--- config.mk ---
export PLATFORM = sky130hd
export DESIGN_NAME = hb_up2_int2
export DESIGN_NICKNAME = d
export VERILOG_FILES = /design/src/rtl/hb_up2_pkg.sv /design/src/rtl/hb_up2_preadd_mac.sv /design/src/rtl/hb_up2_int2.sv
export SDC_FILE = /design/constraint.sdc
export NUM_CORES = 2
export LEC_CHECK = 0
export BUFFER_PORTS_ARGS = -buffer_cell sky130_fd_sc_hd__buf_2
export CAP_MARGIN = 20
export CORE_MARGIN = 2
export CORE_UTILIZATION = 60
export CTS_CLUSTER_DIAMETER = 100
export DETAILED_ROUTE_END_ITERATION = 8
export GPL_ROUTABILITY_DRIVEN = 0
export PLACE_DENSITY = 0.75
export SLEW_MARGIN = 0
export SYNTH_ARGS = -nofsm -noshare
export SYNTH_HDL_FRONTEND = slang
export SYNTH_SLANG_ARGS = --single-unit
--- constraint.sdc ---
create_clock -name clk -period 7.3 [get_ports clk]
set_clock_uncertainty 0.05 [all_clocks]
set_input_delay 0 -clock clk [delete_from_list [all_inputs] [get_ports clk]]
set_output_delay 0 -clock clk [all_outputs]
set_load 0.03 [all_outputs]
--- src/rtl/hb_up2_pkg.sv ---
`default_nettype none
// ============================================================================
//  Module   : hb_up2_pkg
//  Brief    : Shared defaults, derived widths and the output range check for
//             the two-channel half-band interpolate-by-2 filter.
//  Revision : 1.0  initial release
// ============================================================================
package hb_up2_pkg;

  // Default datapath geometry
  localparam int DEF_XIN_WIDTH      = 16;
  localparam int DEF_COE_WIDTH      = 16;
  localparam int DEF_NUM_UNIQUE_COE = 5;
  localparam int DEF_YOUT_WIDTH     = 16;
  localparam int DEF_SRA_BITS       = 15;

  // Unique non-centre taps, outermost first, Q15
  typedef logic signed [DEF_COE_WIDTH-1:0] coe_arr_t [DEF_NUM_UNIQUE_COE];
  localparam coe_arr_t DEF_COE_NUMS = '{16'sd952, -16'sd1609, 16'sd3090,
                                        -16'sd6260, 16'sd20622};

  // Outcome of comparing a rounded result with the signed output range
  typedef enum logic [1:0] {
    SAT_NONE = 2'd0,
    SAT_HI   = 2'd1,
    SAT_LO   = 2'd2
  } sat_dir_e;

  // Symmetric pre-add needs one growth bit so -2^(W-1) + -2^(W-1) fits
  function automatic int calc_pre_w(input int xin_w);
    return xin_w + 1;
  endfunction

  function automatic int calc_prod_w(input int xin_w, input int coe_w);
    return calc_pre_w(xin_w) + coe_w;
  endfunction

  // Accumulator grows by clog2 of the number of summed products
  function automatic int calc_acc_w(input int xin_w, input int coe_w, input int n);
    return calc_prod_w(xin_w, coe_w) + $clog2(n);
  endfunction

  // Classifies an already rounded and shifted value against a yw-bit signed
  // range; the caller decides whether to clamp or wrap.
  function automatic sat_dir_e sat_round(input logic signed [63:0] v, input int yw);
    logic signed [63:0] hi;
    logic signed [63:0] lo;
    hi = (64'sd1 <<< (yw - 1)) - 64'sd1;
    lo = -(64'sd1 <<< (yw - 1));
    if (v > hi) begin
      return SAT_HI;
    end
    if (v < lo) begin
      return SAT_LO;
    end
    return SAT_NONE;
  endfunction

endpackage : hb_up2_pkg
`default_nettype wire

--- src/rtl/hb_up2_preadd_mac.sv ---
`default_nettype none
// ============================================================================
//  Module   : hb_up2_preadd_mac
//  Brief    : One symmetric tap pair: registered pre-add of the two mirrored
//             samples followed by a registered multiply by the tap weight.
//  Revision : 1.0  initial release
// ============================================================================
module hb_up2_preadd_mac
  import hb_up2_pkg::*;
#(
  parameter int                          XIN_WIDTH = DEF_XIN_WIDTH,
  parameter int                          COE_WIDTH = DEF_COE_WIDTH,
  parameter logic signed [COE_WIDTH-1:0] COE       = '0
) (
  input  logic                                  clk,
  input  logic                                  rst,
  input  logic signed [XIN_WIDTH-1:0]           xa_i,
  input  logic signed [XIN_WIDTH-1:0]           xb_i,
  output logic signed [XIN_WIDTH+COE_WIDTH:0]   prod_o
);

  localparam int PRE_W  = calc_pre_w(XIN_WIDTH);
  localparam int PROD_W = calc_prod_w(XIN_WIDTH, COE_WIDTH);

  logic signed [PRE_W-1:0]  pre_d;
  logic signed [PRE_W-1:0]  pre_q;
  logic signed [PROD_W-1:0] prod_d;
  logic signed [PROD_W-1:0] prod_q;

  // Widen before adding so the mirrored pair never wraps
  always_comb begin
    pre_d  = PRE_W'(xa_i) + PRE_W'(xb_i);
    prod_d = PROD_W'(pre_q) * PROD_W'(COE);
  end

  // Two pipeline registers: pre-add result, then product
  always_ff @(posedge clk) begin
    if (!rst) begin
      pre_q  <= '0;
      prod_q <= '0;
    end else begin
      pre_q  <= pre_d;
      prod_q <= prod_d;
    end
  end

  assign prod_o = prod_q;

endmodule : hb_up2_preadd_mac
`default_nettype wire

--- src/rtl/hb_up2_int2.sv ---
`default_nettype none
// ============================================================================
//  Module   : hb_up2_int2
//  Brief    : Half-band interpolate-by-2 FIR for two time-interleaved
//             channels (ch0 even slots, ch1 odd slots). Each input produces a
//             pass-through phase (yout0) and an FIR phase (yout1), 6 clocks
//             after the sample, in the same slot parity.
//  Config   : HB_UP2_INT2_SAT_EN defined   -> outputs saturate
//             HB_UP2_INT2_SAT_EN undefined -> outputs wrap; ovf still flags
//  Revision : 1.0  initial release
// ============================================================================
module hb_up2_int2
  import hb_up2_pkg::*;
#(
  parameter int                          XIN_WIDTH      = DEF_XIN_WIDTH,
  parameter int                          COE_WIDTH      = DEF_COE_WIDTH,
  parameter int                          NUM_UNIQUE_COE = DEF_NUM_UNIQUE_COE,
  parameter logic signed [COE_WIDTH-1:0] COE_NUMS [NUM_UNIQUE_COE] = DEF_COE_NUMS,
  parameter int                          YOUT_WIDTH     = DEF_YOUT_WIDTH,
  parameter int                          SRA_BITS       = DEF_SRA_BITS
) (
  input  logic                          clk,
  input  logic                          rst,
  input  logic signed [XIN_WIDTH-1:0]   xin,
  output logic signed [YOUT_WIDTH-1:0]  yout0,
  output logic signed [YOUT_WIDTH-1:0]  yout1,
  output logic                          ovf
);

  localparam int N       = NUM_UNIQUE_COE;
  localparam int PROD_W  = calc_prod_w(XIN_WIDTH, COE_WIDTH);
  localparam int ACC_W   = calc_acc_w(XIN_WIDTH, COE_WIDTH, NUM_UNIQUE_COE);
  localparam int NP      = (N + 1) / 2;
  // Interleaved delay line: every second register belongs to the same
  // channel, so tap k of a channel sits at index 2k. It must reach both the
  // oldest FIR tap (4N-2) and the centre tap aligned to the rounding stage.
  localparam int SR_LEN  = ((4*N - 1) > (2*N + 5)) ? (4*N - 1) : (2*N + 5);
  // x[i-N] sits at index 2N right after sampling; four pipeline stages later
  // (pre-add, product, pair sum, accumulate) it has moved to 2N+4.
  localparam int CTR_IDX = 2*N + 4;
  localparam logic signed [ACC_W-1:0] RND_HALF = ACC_W'(64'sd1 <<< (SRA_BITS - 1));
`ifdef HB_UP2_INT2_SAT_EN
  localparam logic signed [YOUT_WIDTH-1:0] Y_MAX = {1'b0, {(YOUT_WIDTH-1){1'b1}}};
  localparam logic signed [YOUT_WIDTH-1:0] Y_MIN = {1'b1, {(YOUT_WIDTH-1){1'b0}}};
`endif

  logic signed [XIN_WIDTH-1:0]  sr_q [SR_LEN];
  logic signed [PROD_W-1:0]     tap_prod [N];
  logic signed [ACC_W-1:0]      psum_d [NP];
  logic signed [ACC_W-1:0]      psum_q [NP];
  logic signed [ACC_W-1:0]      acc_d;
  logic signed [ACC_W-1:0]      acc_q;
  logic signed [ACC_W-1:0]      rs_d;
  logic signed [ACC_W-1:0]      rs_q;
  logic signed [XIN_WIDTH-1:0]  c_q;
  sat_dir_e                     dir0;
  sat_dir_e                     dir1;
  logic signed [YOUT_WIDTH-1:0] yout0_d;
  logic signed [YOUT_WIDTH-1:0] yout1_d;
  logic                         ovf_d;
  logic signed [YOUT_WIDTH-1:0] yout0_q;
  logic signed [YOUT_WIDTH-1:0] yout1_q;
  logic                         ovf_q;

  // Shared interleaved delay line; the two channels alternate registers
  always_ff @(posedge clk) begin
    if (!rst) begin
      for (int k = 0; k < SR_LEN; k++) begin
        sr_q[k] <= '0;
      end
    end else begin
      sr_q[0] <= xin;
      for (int k = 1; k < SR_LEN; k++) begin
        sr_q[k] <= sr_q[k-1];
      end
    end
  end

  // Tap m pairs x[i-m] with its mirror x[i-(2N-1)+m]
  for (genvar m = 0; m < N; m++) begin : g_tap
    hb_up2_preadd_mac #(
      .XIN_WIDTH (XIN_WIDTH),
      .COE_WIDTH (COE_WIDTH),
      .COE       (COE_NUMS[m])
    ) u_mac (
      .clk    (clk),
      .rst    (rst),
      .xa_i   (sr_q[2*m]),
      .xb_i   (sr_q[4*N - 2 - 2*m]),
      .prod_o (tap_prod[m])
    );
  end

  // First adder-tree level: neighbouring products summed in pairs
  for (genvar p = 0; p < NP; p++) begin : g_pair
    if (2*p + 1 < N) begin : g_two
      assign psum_d[p] = ACC_W'(tap_prod[2*p]) + ACC_W'(tap_prod[2*p + 1]);
    end else begin : g_one
      assign psum_d[p] = ACC_W'(tap_prod[2*p]);
    end
  end

  // Second adder-tree level plus round-half-up bias and shift
  always_comb begin
    acc_d = '0;
    for (int p = 0; p < NP; p++) begin
      acc_d = acc_d + psum_q[p];
    end
    rs_d = (acc_q + RND_HALF) >>> SRA_BITS;
  end

  // Adder tree, rounding and centre-tap alignment registers
  always_ff @(posedge clk) begin
    if (!rst) begin
      for (int p = 0; p < NP; p++) begin
        psum_q[p] <= '0;
      end
      acc_q <= '0;
      rs_q  <= '0;
      c_q   <= '0;
    end else begin
      psum_q <= psum_d;
      acc_q  <= acc_d;
      rs_q   <= rs_d;
      // Centre tap scaled by 2^SRA_BITS then rounded back is the sample itself
      c_q    <= sr_q[CTR_IDX];
    end
  end

  // Range check of both phases, then clamp or wrap to the output width
  always_comb begin
    dir1    = sat_round(64'(rs_q), YOUT_WIDTH);
    dir0    = sat_round(64'(c_q), YOUT_WIDTH);
    ovf_d   = (dir0 != SAT_NONE) || (dir1 != SAT_NONE);
    yout1_d = YOUT_WIDTH'(rs_q);
    yout0_d = YOUT_WIDTH'(c_q);
`ifdef HB_UP2_INT2_SAT_EN
    if (dir1 == SAT_HI) begin
      yout1_d = Y_MAX;
    end else if (dir1 == SAT_LO) begin
      yout1_d = Y_MIN;
    end
    if (dir0 == SAT_HI) begin
      yout0_d = Y_MAX;
    end else if (dir0 == SAT_LO) begin
      yout0_d = Y_MIN;
    end
`endif
  end

  // Registered outputs; ovf reflects only the current slot
  always_ff @(posedge clk) begin
    if (!rst) begin
      yout0_q <= '0;
      yout1_q <= '0;
      ovf_q   <= 1'b0;
    end else begin
      yout0_q <= yout0_d;
      yout1_q <= yout1_d;
      ovf_q   <= ovf_d;
    end
  end

  assign yout0 = yout0_q;
  assign yout1 = yout1_q;
  assign ovf   = ovf_q;

endmodule : hb_up2_int2
`default_nettype wire

After elaboration in Yosys (flattened, before gate mapping)

Memory sizes are Yosys's and may differ from the RTL's.
Index checks and enable logic that the tools add are counted.

Bits in writable memories: 304
Word-level logic and storage cells: 99
Memories: 1
Bits in registers: 446
Input bits: 18
Output and inout bits: 33

$add $sub $neg: 10
$mul: 5
Multiplexer cells: 35
Reduce and logical (&&, ||, !) cells: 3
$lt $le $gt $ge: 4
Bitwise operators: 19

Memory list:

| memory | words | bits a word | read ports | clocked after Yosys merged registers in | wr ports | RTL line          | RTL |
|---|---|---|---|---|---|---|---|
| sr_q   | 19    | 16          | 19         | 0                                       | 19       | hb_up2_int2.sv:47 | `logic signed [XIN_WIDTH-1:0] sr_q [SR_LEN];` |

Operators by type and width:

| cell                   | number |
|---|---|
| $mux 16                | 19 |
| $mul 17x12->29 const B | 3 |
| $add 16x16->17         | 5 |
| $add 36x16->36 const B | 1 |
| $add 36x33->36         | 1 |
| $add 36x36->36         | 1 |
| $add 30x31->32         | 1 |
| $mul 17x15->32 const B | 1 |
| $add 28x29->30         | 1 |
| $mul 17x8->25 const B  | 1 |
| $gt 21x16->1 const B   | 1 |
| $lt 21x16->1 const B   | 1 |
| $or 1x1->1             | 19 |
| $gt 16x16->1 const B   | 1 |
| $lt 16x16->1 const B   | 1 |
| $mux 2                 | 8 |
| $mux 1                 | 8 |
| $reduce_bool 2->1      | 2 |
| $logic_or 1x1->1       | 1 |

Depth between registers and ports, before layout

Word-level depth: 7
Depth in mapped cells: 21
Mapped depth without buffers: 21

Modules after synthesis

A second synthesis with hierarchy kept.

Cells, all modules: 5037
Area total of the unflattened synthesis: 48126.2 um2

Modules (own cells, without submodules):

| module                             | area each (um2) | instances | cells an instance |
|---|---|---|---|
| hb_up2_int2                        | 18585.3         | 1         | 1827 |
| hb_up2_preadd_mac (g_tap[1].u_mac) | 6678.9          | 1         | 730 |
| hb_up2_preadd_mac (g_tap[3].u_mac) | 6577.6          | 1         | 726 |
| hb_up2_preadd_mac (g_tap[4].u_mac) | 6137.1          | 1         | 672 |
| hb_up2_preadd_mac (g_tap[0].u_mac) | 5325.1          | 1         | 565 |
| hb_up2_preadd_mac (g_tap[2].u_mac) | 4822.1          | 1         | 517 |

Worst setup path before layout

No wires, ideal clock.

Path kind: reg2reg
Start: register g_tap[3].u_mac.pre_q[4]
End: register g_tap[3].u_mac.prod_o[30] (netlist name)
Library setup time: 128 ps
Path slack: 2160 ps
Cell stages (with the launch flop): 19
Data arrival time: 4962 ps
Required time: 7122 ps
Clock period less this slack: 5140 ps
Path through: dfxtp_1 -> fa_1 -> inv_1 -> fa_1 -> fa_1 -> inv_1 -> fa_1 -> inv_1 -> fa_1 -> inv_1 -> ha_1 -> and3_1 -> a311oi_1 -> a22oi_1 -> a31oi_1 -> nor3_1 -> a211oi_2 -> xnor2_1 -> nor2_1

Word-level cells in the longest chain between the ends: 1

Ends and longest elaborated chain:

| element                  | RTL line                | RTL |
|---|---|---|
| start: declaration       | hb_up2_preadd_mac.sv:26 | `logic signed [PRE_W-1:0] pre_q;` |
| start signal: assignment | hb_up2_preadd_mac.sv:42 | `pre_q <= pre_d;` |
| $mul 17x12->29           | hb_up2_preadd_mac.sv:33 | `prod_d = PROD_W'(pre_q) * PROD_W'(COE);` |

Every way passes these cells.
A chain may end at the register's enable or synchronous reset.

Worst setup path after layout

Start: register g_tap[3].u_mac.pre_q[6]
End: register g_tap[3].u_mac.prod_o[30] (netlist name)

Word-level cells in the longest chain between the ends: 1

Ends and longest elaborated chain:

| element        | RTL line |
|---|---|
| $mul 17x12->29 | hb_up2_preadd_mac.sv:33 |

Every way passes these cells.

==> impl_metrics.toml <==
[clock_tree]
ctsHoldBuffers = 17
cts_made_buffers = 69
cts.sinks = 684
clock_path_buffers = 3
insertion_delay_ns = 0.62
post_cts_resized = 0
clk_pin_slew_ns = 0.06
cts_tree = "yes"
cts_setup_buffers = 0
root_buffer = "clkbuf_16"
cts_max_level = 3

[synthesis]
synthArstFlopShare_pct = 0
synthTopCellsByArea = "dfxtp_1 31%, ha_1 18%, fa_1 16%, inv_1 6.0%, and2_1 5.8%"
ys_ff_latch = 684
synthesis.nets = 5569
netlist_instances = 4563
synth-seq-area-share_pct = 30.7
synth_warnings = 0
yosysTopAreaCellShare_pct = 30.7
synth_edf_count = 0
synth_largest_area_cell = "dfxtp_1"
avgSynthCellArea_sq_um = 9.77
yosys.cell_types.count = 82
synth_ff_type = "dfxtp_1"
syn-cell-area_sq_mm = 0.0446

[floorplanning]
die_area_sq_mm = 0.0765
io_pins = 51
chipWidth_microns = 277
rows = 99
initial_utilization_pct = 60.9
die_h_microns = 277
core_area_sq_mm = 0.0732

[place]
dp.final_hpwl_microns = 74400
dp_cells = 5493
numPortBuffers = 50

[drt]
vias_per_cell = 5.28
ant_nets = 0
routed_wl_microns = 93000
first_pass_iters = 7
drc_errors = 0
post_drt_wl_per_cell_microns = 16.5
drt-initial-drc-count = 1677
vias = 29800

[run_status]
status = "finished clean"

[grt]
globalRouteOverflowTotal = 0
track_usage_pct = 24.6
grt_max_degree = 138
grt_pass1_vias = 30300
grt_pass1_wl_microns = 153000
antenna_found_initial = 3

[layout]
area.sequential_sq_mm = 0.0137
multiInputGateArea_sq_mm = 0.0279
n_fill_cell = 5730
drive_above_1_share_pct = 4.53
area_delta_synth_final_pct = 8.51
finalNonFillerCells = 5637
nets = 5628

[timing]
grt_setup_unrepaired = "no"
tns_ns = 0
hold_violations = 0
max_slew_margin_pct = 35.9
finalSetupViolCount = 0
max_freq_mhz = 175
drv_slew = 0
min_period_ns = 5.70
post-route-period-util_pct = 78.1
worst_slew_pin_slew_ns = 0.961

[setup_path]
required_ns = 7.69
critPathMaxFanout = 6
cp-start-kind = "flop"
arrival_ns = 6.09
r2r_setup_slack_ns = 1.60
crit_type = "reg -> reg"
setup.worst_path.end_class = "flop"

[power_and_ir_drop]
ir_drop_uv = 208
p_leak_nw = 24.6
powerDensity_mw_per_mm2 = 192
total_power_mw = 9.27

[flow_run]
cap_viol_max_count = 0

[worst_hold_path]
hold_path_class = "in -> reg"
where the power goes:
part	internal, mW	total, mW	leakage, nW	switching (mW)
registers	3.93	4.05	5.55	0.121
clock network	2.16	3.66	1.16	1.51
logic	0.621	1.55	17.9	0.930
total	6.71	9.27	24.6	2.56
state kept, by name, summed over array words and instances (netlist names):
name and cells:
acc_q 22, rs_q 21, sr_q 272, ovf 1
c_q 16, g_tap.u_mac.pre_q 85, yout1 16, yout0 16
psum_q 92, g_tap.u_mac.prod_o 143
cell families after synthesis:
family | count (synthesis) | synth area share [%]
xor+xnor | 249 | 4.89
fa+ha+maj | 988 | 33.9
simple gates | 1178 | 13.8
buf+inv | 798 | 6.72
mux | 22 | 0.522
compound gates | 644 | 9.52
flops | 684 | 30.7
cell type report:
| type | count | share of cell area (%) |
|---|---|---|
| multi-input combinational | 3081 | 57.6 |
| sequential | 684 | 28.3 |
| inverter | 710 | 5.53 |
| clock buffer | 105 | 4.27 |
| tap | 959 | 2.48 |
| timing repair buffer | 76 | 1.03 |
| clock inverter | 19 | 0.719 |
| antenna | 3 | 0.0155 |
layer usage:
metal | global-route usage [%] | wire length, microns
met1 | 31.9 | 41600
met5 | 0 | 0
met2 | 43.3 | 45500
met3 | 2.66 | 3170
met4 | 7.48 | 2710
Yosys cell counts (all sizes together) (62+ instances only):
library cell	count
dfxtp	684
fa	363
and2	413
inv	710
ha	625
a21o	98
nor2	325
a21oi	190
nand2	134
xnor2	147
o21ai	136
clkbuf	80
xor2	102
nor3	62
critical path, stage by stage, from the launching register on:
cell	delay [ns]
dfxtp_1	0.49
fa_1	0.46
inv_1	0.08
fa_1	0.45
fa_1	0.56
inv_1	0.06
fa_1	0.53
inv_1	0.05
fa_1	0.54
inv_1	0.05
ha_1	0.34
and3_1	0.19
a311oi_1	0.40
a22oi_1	0.18
a31oi_1	0.53
nor3_1	0.14
a211oi_2	0.24
xnor2_1	0.14
nor2_1	0.05
path summary, 6_finish.rpt:
path         cells after the start                               start                                    to
min                              3                             xin[14]                sr_q[0][14]$_SDFF_PN0_
min reg2reg                      1                  rs_q[0]$_SDFF_PN0_                   yout1[0]$_SDFF_PN0_
max reg2reg                     18  g_tap[3].u_mac.pre_q[6]$_SDFF_PN0_  g_tap[3].u_mac.prod_o[30]$_SDFF_PN0_
max                             18  g_tap[3].u_mac.pre_q[6]$_SDFF_PN0_  g_tap[3].u_mac.prod_o[30]$_SDFF_PN0_
per-stage QoR:
stage / setup slack (ns) / area (sq um) / hold slack, ns / utilization, %
2_1_floorplan: 2.16 / 44600 / 0.0773 / -
3_3_place_gp: 1.82 / 45800 / 0.155 / 62.5
3_5_place_dp: 1.65 / 45800 / 0.158 / 62.5
4_1_cts: 1.64 / 48300 / 0.0357 / 66.0
5_1_grt: 1.27 / 48300 / 0.0655 / 66.0
6_report: 1.60 / 48400 / 0.0677 / 66.0
cells in the final DEF, fill, tap and decap left out, drive strengths merged, types with 20 or more instances in the layout:
| master | Yosys | routed |
|---|---|---|
| and2 | 413 | 413 |
| or3 | 25 | 25 |
| a211oi | 36 | 36 |
| fa | 363 | 363 |
| xor2 | 102 | 102 |
| a21oi | 190 | 190 |
| inv | 710 | 712 |
| and3 | 33 | 33 |
| xnor2 | 147 | 147 |
| nor2b | 42 | 42 |
| nand3 | 44 | 44 |
| nor2 | 325 | 325 |
| nand2 | 134 | 134 |
| buf | 8 | 59 |
| ha | 625 | 625 |
| nor3 | 62 | 62 |
| a31oi | 20 | 20 |
| o21ai | 136 | 136 |
| a21o | 98 | 98 |
| clkbuf | 80 | 105 |
| o21bai | 28 | 28 |
| dfxtp | 684 | 684 |
| o21a | 28 | 28 |
| nand2b | 44 | 44 |
Power figures use the tool's default switching activity.
